<file path="src/rtl/alu_share_arbiter.sv">
// Two-requester round-robin front end time-sharing one combinational ALU.
// Define ALU_ARB_STATS_EN to add saturating per-requester grant counters.
module alu_share_arbiter #(
    parameter int W = 7
) (
    input  logic         clk,
    input  logic         rst,
    input  logic [1:0]   req_valid,
    output logic [1:0]   req_ready,
    input  logic [W:0]   req0_a,
    input  logic [W:0]   req0_b,
    input  logic [2:0]   req0_op,
    input  logic [W:0]   req1_a,
    input  logic [W:0]   req1_b,
    input  logic [2:0]   req1_op,
    output logic [1:0]   rsp_valid,
    input  logic [1:0]   rsp_ready,
    output logic [W:0]   rsp_data,
    output logic [3:0]   rsp_flags,
    output logic [W:0]   alu_a,
    output logic [W:0]   alu_b,
    output logic [2:0]   alu_ctrl,
    input  logic [W:0]   alu_out,
    input  logic         alu_co,
    input  logic         alu_ovf,
    input  logic         alu_z,
`ifdef ALU_ARB_STATS_EN
    input  logic         alu_n,
    output logic [15:0]  grant_cnt0,
    output logic [15:0]  grant_cnt1
`else
    input  logic         alu_n
`endif
);

    typedef enum logic [1:0] {
        IDLE = 2'd0,
        EXEC = 2'd1,
        RESP = 2'd2
    } state_t;

    state_t     state_q, state_d;
    logic       g_q, g_d;
    logic       p_q, p_d;
    logic [W:0] a_q, a_d;
    logic [W:0] b_q, b_d;
    logic [2:0] op_q, op_d;
    logic [W:0] res_q, res_d;
    logic [3:0] flg_q, flg_d;

    logic       win_vld;
    logic       win_idx;
    logic       accept;

    always_comb begin
        win_vld = 1'b0;
        win_idx = 1'b0;
        unique case (1'b1)
            (req_valid == 2'b11): begin
                win_vld = 1'b1;
                win_idx = p_q;
            end
            (req_valid == 2'b01): begin
                win_vld = 1'b1;
                win_idx = 1'b0;
            end
            (req_valid == 2'b10): begin
                win_vld = 1'b1;
                win_idx = 1'b1;
            end
            default: ;
        endcase
    end

    assign accept = (state_q == IDLE) && win_vld;

    always_comb begin
        req_ready = 2'b00;
        if (accept) req_ready = 2'b01 << win_idx;
    end

    always_comb begin
        state_d = state_q;
        g_d     = g_q;
        p_d     = p_q;
        a_d     = a_q;
        b_d     = b_q;
        op_d    = op_q;
        res_d   = res_q;
        flg_d   = flg_q;
        unique case (state_q)
            IDLE: begin
                if (accept) begin
                    g_d     = win_idx;
                    a_d     = win_idx ? req1_a  : req0_a;
                    b_d     = win_idx ? req1_b  : req0_b;
                    op_d    = win_idx ? req1_op : req0_op;
                    state_d = EXEC;
                end
            end
            EXEC: begin
                res_d   = alu_out;
                flg_d   = {alu_n, alu_z, alu_co, alu_ovf};
                state_d = RESP;
            end
            RESP: begin
                // Loser of this grant takes priority on the next tie.
                if (rsp_ready[g_q]) begin
                    p_d     = ~g_q;
                    state_d = IDLE;
                end
            end
            default: state_d = IDLE;
        endcase
    end

    always_ff @(posedge clk) begin
        if (rst) begin
            state_q <= IDLE;
            g_q     <= 1'b0;
            p_q     <= 1'b0;
            a_q     <= '0;
            b_q     <= '0;
            op_q    <= '0;
            res_q   <= '0;
            flg_q   <= '0;
        end else begin
            state_q <= state_d;
            g_q     <= g_d;
            p_q     <= p_d;
            a_q     <= a_d;
            b_q     <= b_d;
            op_q    <= op_d;
            res_q   <= res_d;
            flg_q   <= flg_d;
        end
    end

    assign alu_a     = a_q;
    assign alu_b     = b_q;
    assign alu_ctrl  = op_q;
    assign rsp_data  = res_q;
    assign rsp_flags = flg_q;

    always_comb begin
        rsp_valid = 2'b00;
        if (state_q == RESP) rsp_valid = 2'b01 << g_q;
    end

`ifdef ALU_ARB_STATS_EN
    logic [15:0] cnt0_q, cnt0_d;
    logic [15:0] cnt1_q, cnt1_d;

    always_comb begin
        cnt0_d = cnt0_q;
        cnt1_d = cnt1_q;
        if (accept && !win_idx && cnt0_q != 16'hFFFF) begin
            cnt0_d = cnt0_q + 16'd1;
        end
        if (accept && win_idx && cnt1_q != 16'hFFFF) begin
            cnt1_d = cnt1_q + 16'd1;
        end
    end

    always_ff @(posedge clk) begin
        if (rst) begin
            cnt0_q <= '0;
            cnt1_q <= '0;
        end else begin
            cnt0_q <= cnt0_d;
            cnt1_q <= cnt1_d;
        end
    end

    assign grant_cnt0 = cnt0_q;
    assign grant_cnt1 = cnt1_q;
`endif

endmodule

</file>
<file path="config.mk">
export PLATFORM = sky130hd
export DESIGN_NAME = alu_share_arbiter
export DESIGN_NICKNAME = d
export VERILOG_FILES = /design/src/rtl/alu_share_arbiter.sv
export SDC_FILE = /design/constraint.sdc
export NUM_CORES = 1
export LEC_CHECK = 0
export CORE_MARGIN = 2
export CORE_UTILIZATION = 37
export DETAILED_ROUTE_END_ITERATION = 8
export HOLD_SLACK_MARGIN = 0.03
export PLACE_DENSITY = 0.9
export SLEW_MARGIN = 20
export SYNTH_ARGS = -nofsm -noshare
export SYNTH_HDL_FRONTEND = slang
export SYNTH_SLANG_ARGS = --single-unit
export TNS_END_PERCENT = 20
</file>
<file path="constraint.sdc">
create_clock -name clk -period 1.44 [get_ports clk]
set_input_delay 0.288 -clock clk [delete_from_list [all_inputs] [get_ports clk]]
set_output_delay 0.288 -clock clk [all_outputs]
set_load 0.05 [all_outputs]
</file>
==> out/qor.txt, run 1 <==
========================================================================================================
Result of the run ......................................................................... finished, violations left
Violations in the final reports ........................................................... negative setup slack
Final Hold Fails ..........................................................................            0
CP Launch Point ...........................................................................   state_q[0]
First-pass GRT wire length ................................................................      8.16 mm
First-pass iteration count of the detailed router .........................................            4
Std-Cell Rows .............................................................................           23
IO Count ..................................................................................           91
Flip-flop and latch count after synthesis .................................................           35
Final non-filler cell total ...............................................................          334
Antenna Diode Count .......................................................................            0
Net Count, Synth ..........................................................................          247
Cell type with the largest total area after synthesis ..................................... sky130_fd_sc_hd__dfxtp_1
Placed insts ..............................................................................          325
Most frequent standard cell in the layout excluding fill and tap cells .................... sky130_fd_sc_hd__clkdlybuf4s50_1
Synthesized area divided by synthesized cell count ........................................   7.95 sq um
Worst slack on hold paths .................................................................     0.496 ns
Critical hold path startpoint ............................................................. rsp_flags[0]
Number of antenna violations at the first check in global routing .........................            0
Core region area .......................................................................... 0.00397 sq mm
Pin count of the biggest net entering global routing ......................................           36
Die area .................................................................................. 0.00463 sq mm
Quantity of I/O buffers inserted on ports .................................................           90
Area added between synthesis and finish ...................................................        98.2%
Worst skew pair latency ...................................................................      0.28 ns
Largest voltage drop on the vdd net .......................................................     0.751 mV
Antenna-violating nets left ...............................................................            0
# setup viols final .......................................................................            4
Die Y .....................................................................................      68.1 um
Worst setup slack after layout ............................................................   -0.0452 ns
Final-stage net count .....................................................................          339
Number of DRC violations after detailed-routing iteration 0 ...............................           49
Worst min-delay path category ............................................................. register to register
Count of vias placed by the detailed router ...............................................        1,871
Highest-count cells in the layout ignoring fill and taps .................................. 53 x sky130_fd_sc_hd__clkdlybuf4s50_1, 36 x sky130_fd_sc_hd__buf_12, 32 x sky130_fd_sc_hd__dfxtp_1
Critical Path Max Stage Delay .............................................................      0.37 ns
Cell at the root of the clock tree ........................................................ sky130_fd_sc_hd__clkbuf_8
Worst EP arrival ..........................................................................      1.20 ns
Synthesis warning total ...................................................................            0
Kind of cell adding the most delay to the critical path ...................................   flip-flops
Synth cell types ..........................................................................           23
Avg Vias per Cell .........................................................................         5.60
Clock buffer depth ........................................................................            2
Sinks on the clock net ....................................................................           35
Element type at the critical path start ...................................................     register
Buf/Inv on CP .............................................................................            2
Power density over the cells .............................................................. 1040 mW/mm^2
Number of design rule violations left after detail routing ................................            0
Initial cell density of the core ..........................................................        38.2%
Sort of element at the end of the critical path ...........................................   output pin
Congestion Overflow GR ....................................................................            0
RSZ-0062 raised after global routing ......................................................         true
Number of buffers created by CTS ..........................................................            5
Leakage ...................................................................................      1.12 nW
Worst setup slack after placement .........................................................    -0.191 ns
Max Slew Vio Count ........................................................................            0
Routed wirelength normalized by instance count ............................................      15.9 um
Via count of the first global-routing pass ................................................        1,833
Critical register-to-register path startpoint .............................................          p_q
Fin Setup TNS .............................................................................    -0.133 ns
Post-synthesis sequential area ratio ......................................................        46.1%
Rel. slew slack ...........................................................................        74.3%
Worst Max-Slew Pin Slew ...................................................................     0.386 ns
Fraction of final layout cells with drive strength greater than 1 .........................        23.9%
Synth top area cells ...................................................................... sky130_fd_sc_hd__dfxtp_1 46%, sky130_fd_sc_hd__a31oi_1 7.8%, sky130_fd_sc_hd__nand4_1 7.8%, sky130_fd_sc_hd__nand3_1 6.6%, sky130_fd_sc_hd__o21ai_1 6.3%
Routability congestion estimate ...........................................................        0.744
Post-CTS clock slew at the launch and capture registers of the worst setup and hold paths .      0.06 ns
Share of the clock period used by the worst path after layout .............................         103%
Biggest fanout along the worst timing path ................................................            7
Die width .................................................................................      68.1 um
Mapped Area ............................................................................... 0.00152 sq mm
CTS H-tree depth ..........................................................................            2
Number of maximum-capacitance constraint violations .......................................            0
Clock tree from TritonCTS .................................................................         done
Final WL ..................................................................................      5.31 mm
CP max-delay cell ......................................................................... sky130_fd_sc_hd__dfxtp_4
Overall fraction of global-route tracks in use ............................................        23.5%
Gate count of the mapped netlist ..........................................................          191
Critical-path cell list ................................................................... buf_4 > and3b_2 > buf_12
Worst EP required .........................................................................      1.15 ns
Final Skew ................................................................................   0.00377 ns
Critical Setup Path Class ................................................................. register to output pin
Top cell type's share of synthesized area .................................................        46.1%
Hold-fix buffers, CTS .....................................................................            0
Min Tclk post-route .......................................................................      1.49 ns
Detailed-placement wirelength estimate ....................................................      3.72 mm
Highest Clock Rate ........................................................................    0.673 GHz
========================================================================================================
-- worst min-delay path, delay by kind of cell (launching register included) --
family | cells | cell delay, ns
DFF | 1 | 0.33
and+or+nand+nor | 1 | 0.06
AOI/OAI and AO/OA | 1 | 0.05
-- worst paths after layout --
kind,end,slack [ns],depth (start not counted)
setup / recovery,rsp_valid[1],-0.05,3
hold / removal,rsp_flags[0],0.50,2
setup reg to reg,alu_b[4],0.12,5
hold reg to reg,rsp_flags[0],0.50,2
-- state kept, by name, indices dropped and copies added, names as in the netlist --
register,count
alu_a,8
alu_b,8
rsp_data,8
rsp_flags,4
alu_ctrl,3
state_q,2
g_q,1
p_q,1
-- synthesized netlist by cell type, drive strengths merged --
cell type,count
nor2,2
nand2,25
a31oi,19
inv,1
nand2b,2
or2,1
and3b,2
and2b,1
nor3b,1
a211oi,1
mux2i,1
nor3,1
and2,1
o21bai,1
o21ai,20
clkbuf,10
nand4,19
nand3b,2
nand3,20
buf,11
a21oi,15
dfxtp,35
-- cell type report --
| cell class | instances | area [sq um] |
|---|---|---|
| Timing Repair Buffer | 106 | 1390 |
| Fill cell | 283 | 961 |
| Multi-Input combinational cell | 134 | 752 |
| Sequential cell | 35 | 707 |
| Clock buffer | 8 | 100 |
| Tap cell | 50 | 62.6 |
| Inverter | 1 | 3.75 |
-- metrics by stage --
stage	instance area, sq um	utilization, %	power [mW]
finish	3010	75.8	3.12
detailed placement	2870	72.3	2.34
floorplan	1520	-	1.70
global placement	2870	72.3	2.31
global route	3010	75.8	3.24
CTS	2990	75.4	3.12
-- cell families (layout without fill, tap and decap cells) --
| logic type | Yosys count | after routing | synth area share [%] |
|---|---|---|---|
| flip-flops | 35 | 35 | 46.1 |
| AO/OA/AOI/OAI | 56 | 56 | 20.7 |
| AND/OR/NAND/NOR | 77 | 77 | 26.2 |
| buffers and inverters | 22 | 115 | 6.34 |
| multiplexers | 1 | 1 | 0.659 |
-- power breakdown --
part           internal [mW]  leakage (nW)  total [mW]  switching [mW]
registers               1.06         0.289        1.16           0.104
logic                  0.586         0.779        1.19           0.600
clock network          0.436        0.0515       0.773           0.337
total                   2.08          1.12        3.12            1.04
-- repair_timing --
| item | 4_1_cts | 5_1_grt |
|---|---|---|
| buffers inserted | 1 | 0 |
| pin swaps | 2 | 2 |
| endpoints found under the setup margin | 4 | 4 |
| resized for setup | 10 | 4 |
-- per-layer routing --
layer	vias to the layer above	wire length, um	GRT usage, %
met3	16	416	8.22
met1	893	2040	26.6
met2	83	2710	40.0
met5	-	0	0
met4	0	146	9.50
li1	879	-	-
No activity file was read; power rests on OpenSTA's default activity.
==> inputs of run 2 (changes only) <==
--- a/config.mk
+++ b/config.mk
@@ -6,10 +6,11 @@
 export NUM_CORES = 1
 export LEC_CHECK = 0
 export CORE_MARGIN = 2
-export CORE_UTILIZATION = 37
+export CORE_UTILIZATION = 33
+export CTS_CLUSTER_SIZE = 24
 export DETAILED_ROUTE_END_ITERATION = 8
 export HOLD_SLACK_MARGIN = 0.03
-export PLACE_DENSITY = 0.9
+export PLACE_DENSITY = 0.85
 export SLEW_MARGIN = 20
 export SYNTH_ARGS = -nofsm -noshare
 export SYNTH_HDL_FRONTEND = slang
==> constraint.sdc (replaced) <==
create_clock -name clk -period 1.25 [get_ports clk]
set_input_delay 0.25 -clock clk [delete_from_list [all_inputs] [get_ports clk]]
set_output_delay 0.25 -clock clk [all_outputs]
set_load 0.05 [all_outputs]
==> run 2 against run 1 <==
  * The flow still finishes with violations (negative setup slack)
  * Flip-flop and latch count stayed put
  * First-iteration DRC count is 31% higher
  * Utilization is 5.4 points lower
  * Critical path depth stayed put
  * Setup slack worse by 0.15 ns
  * Critical endpoint is now req_ready[0]
  * Sequential power is 15% higher
  * Clock skew is 0.0032 ns higher
  * Sequential share of layout area is 0.59 points lower
  * Cell area is 2.6% higher
==> out/qor.txt, run 2 (same netlist as run 1, synthesis figures left out) <==
========================================================================================================
First-pass GRT wire length ................................................................      8.31 mm   +1.8%
Leakage ...................................................................................      1.15 nW   +2.9%
Worst setup slack after placement .........................................................    -0.371 ns   -0.179 ns
Power density over the cells .............................................................. 1220 mW/mm^2   +18%
Cell at the root of the clock tree ........................................................ sky130_fd_sc_hd__clkbuf_8
Core region area .......................................................................... 0.00438 sq mm   +10%
Sinks on the clock net ....................................................................           35   unchanged
IO Count ..................................................................................           91   unchanged
Element type at the critical path start ...................................................     register
Die area .................................................................................. 0.00516 sq mm   +11%
Die Y .....................................................................................      71.8 um   +5.5%
Number of buffers created by CTS ..........................................................            5   unchanged
Clock tree from TritonCTS .................................................................         done
Routability congestion estimate ...........................................................        0.799   +7.4%
Congestion Overflow GR ....................................................................            0   unchanged
Violations in the final reports ........................................................... negative setup slack
Min Tclk post-route .......................................................................      1.44 ns
Post-Place Cell Area ...................................................................... 0.00292 sq mm   +1.8%
Final WL ..................................................................................      5.07 mm   -4.4%
Detailed-placement wirelength estimate ....................................................      3.64 mm   -2.2%
Std-Cell Rows .............................................................................           24   +4.3%
Count of vias placed by the detailed router ...............................................        1,834   -2.0%
Worst EP required .........................................................................      1.00 ns   -0.15 ns
Worst EP arrival ..........................................................................      1.19 ns   about the same
Share of the clock period used by the worst path after layout .............................         115%
Pin count of the biggest net entering global routing ......................................           36   unchanged
Rel. slew slack ...........................................................................        83.8%   +9.5 points
Final cell area excluding filler cells .................................................... 0.00309 sq mm   +2.6%
RSZ-0062 raised after global routing ......................................................         true
Number of antenna violations at the first check in global routing .........................            0   unchanged
Die width .................................................................................      71.8 um   +5.5%
Result of the run ......................................................................... finished, violations left
Critical Setup Path Class ................................................................. register to output pin
CTS H-tree depth ..........................................................................            2   unchanged
Area added between synthesis and finish ...................................................         103%
Biggest fanout along the worst timing path ................................................            4   -3
Worst skew pair latency ...................................................................      0.29 ns   about the same
Post-CTS clock slew at the launch and capture registers of the worst setup and hold paths .      0.07 ns   about the same
Largest voltage drop on the vdd net .......................................................     0.941 mV   +25%
Via count of the first global-routing pass ................................................        1,854   +1.1%
Number of DRC violations after detailed-routing iteration 0 ...............................           64   +31%
Highest-count cells in the layout ignoring fill and taps .................................. 54 x sky130_fd_sc_hd__clkdlybuf4s50_1, 36 x sky130_fd_sc_hd__buf_12, 32 x sky130_fd_sc_hd__dfxtp_1
Highest Clock Rate ........................................................................    0.694 GHz
Initial cell density of the core ..........................................................        34.6%   -3.6 points
First-pass iteration count of the detailed router .........................................            4   unchanged
Avg Vias per Cell .........................................................................         5.36   -4.3%
Fin Setup TNS .............................................................................    -0.682 ns   -0.549 ns
Worst min-delay path category ............................................................. register to register
Antenna-violating nets left ...............................................................            0   unchanged
Worst Max-Slew Pin Slew ...................................................................     0.243 ns   -0.143 ns
Max Slew Vio Count ........................................................................            0   unchanged
Number of design rule violations left after detail routing ................................            0   unchanged
Overall fraction of global-route tracks in use ............................................        20.5%   -3.0 points
Worst setup slack after layout ............................................................    -0.192 ns   -0.147 ns
Final Hold Fails ..........................................................................            0   unchanged
Routed wirelength normalized by instance count ............................................      14.8 um   -6.6%
Final-stage net count .....................................................................          345   +1.8%
Most frequent standard cell in the layout excluding fill and tap cells .................... sky130_fd_sc_hd__clkdlybuf4s50_1
Quantity of I/O buffers inserted on ports .................................................           90   unchanged
Number of maximum-capacitance constraint violations .......................................            0   unchanged
Final Skew ................................................................................   0.00702 ns   +0.00324 ns
Fraction of final layout cells with drive strength greater than 1 .........................        26.9%   +3.0 points
Sort of element at the end of the critical path ...........................................   output pin
Overall power after layout ................................................................      3.78 mW   +21%
Clock buffer depth ........................................................................            2   unchanged
# setup viols final .......................................................................            4   unchanged
Antenna Diode Count .......................................................................            0   unchanged
========================================================================================================
-- run 2: report_power, final --
part	switching [mW]	internal, mW
sequential	0.112	1.22
clock	0.411	0.645
combinational	0.693	0.700
total	1.22	2.56
-- run 2: worst paths after layout --
check / startpoint / to / slack [ns] / depth (start not counted)
max: state_q[0] / req_ready[0] / -0.19 / 3
min: rsp_data[5] / rsp_data[5] / 0.49 / 2
max reg2reg: state_q[0] / alu_a[1] / 0.03 / 4
min reg2reg: rsp_data[5] / rsp_data[5] / 0.49 / 2
-- run 2: area by class of cell --
cell class | instances | area, sq um
multi-input cells | 134 | 752
clock buffers | 6 | 82.6
repair buffers | 112 | 1440
fillers | 337 | 1300
clock inverters | 2 | 35.0
well taps | 52 | 65.1
flip-flops and latches | 35 | 707
inverters | 1 | 7.51
-- run 2: worst max-delay path: stages, from the launching register on --
cell and delay [ns]:
sky130_fd_sc_hd__dfxtp_2 0.35, sky130_fd_sc_hd__a211oi_2 0.24, sky130_fd_sc_hd__and2_4 0.19, sky130_fd_sc_hd__buf_12 0.13
-- run 2: through the flow --
stage / instances / hold slack, ns / utilization [%]
after global placement: 332 / 0.479 / 66.6
final: 342 / 0.492 / 70.4
after CTS: 342 / 0.492 / 70.1
after floorplan: 191 / 0.386 / -
after detailed placement: 332 / 0.485 / 66.6
after global routing: 342 / 0.503 / 70.4
-- run 2: layer usage --
| metal | track usage, % | share of wire (%) | up-vias |
|---|---|---|---|
| met1 | 21.8 | 38 | 850 |
| li1 | - | - | 894 |
| met2 | 36.5 | 51 | 80 |
| met4 | 7.34 | 2.0 | 0 |
| met5 | 0 | 0 | - |
| met3 | 8.16 | 8.5 | 10 |
-- run 2: what timing repair did --
action                                  CTS  global route
resized for setup                        10             5
endpoints found under the setup margin   30             6
setup buffers                             3             0
hold endpoints to repair                  0             0
pin swaps                                 1             0
hold buffers                              0             0
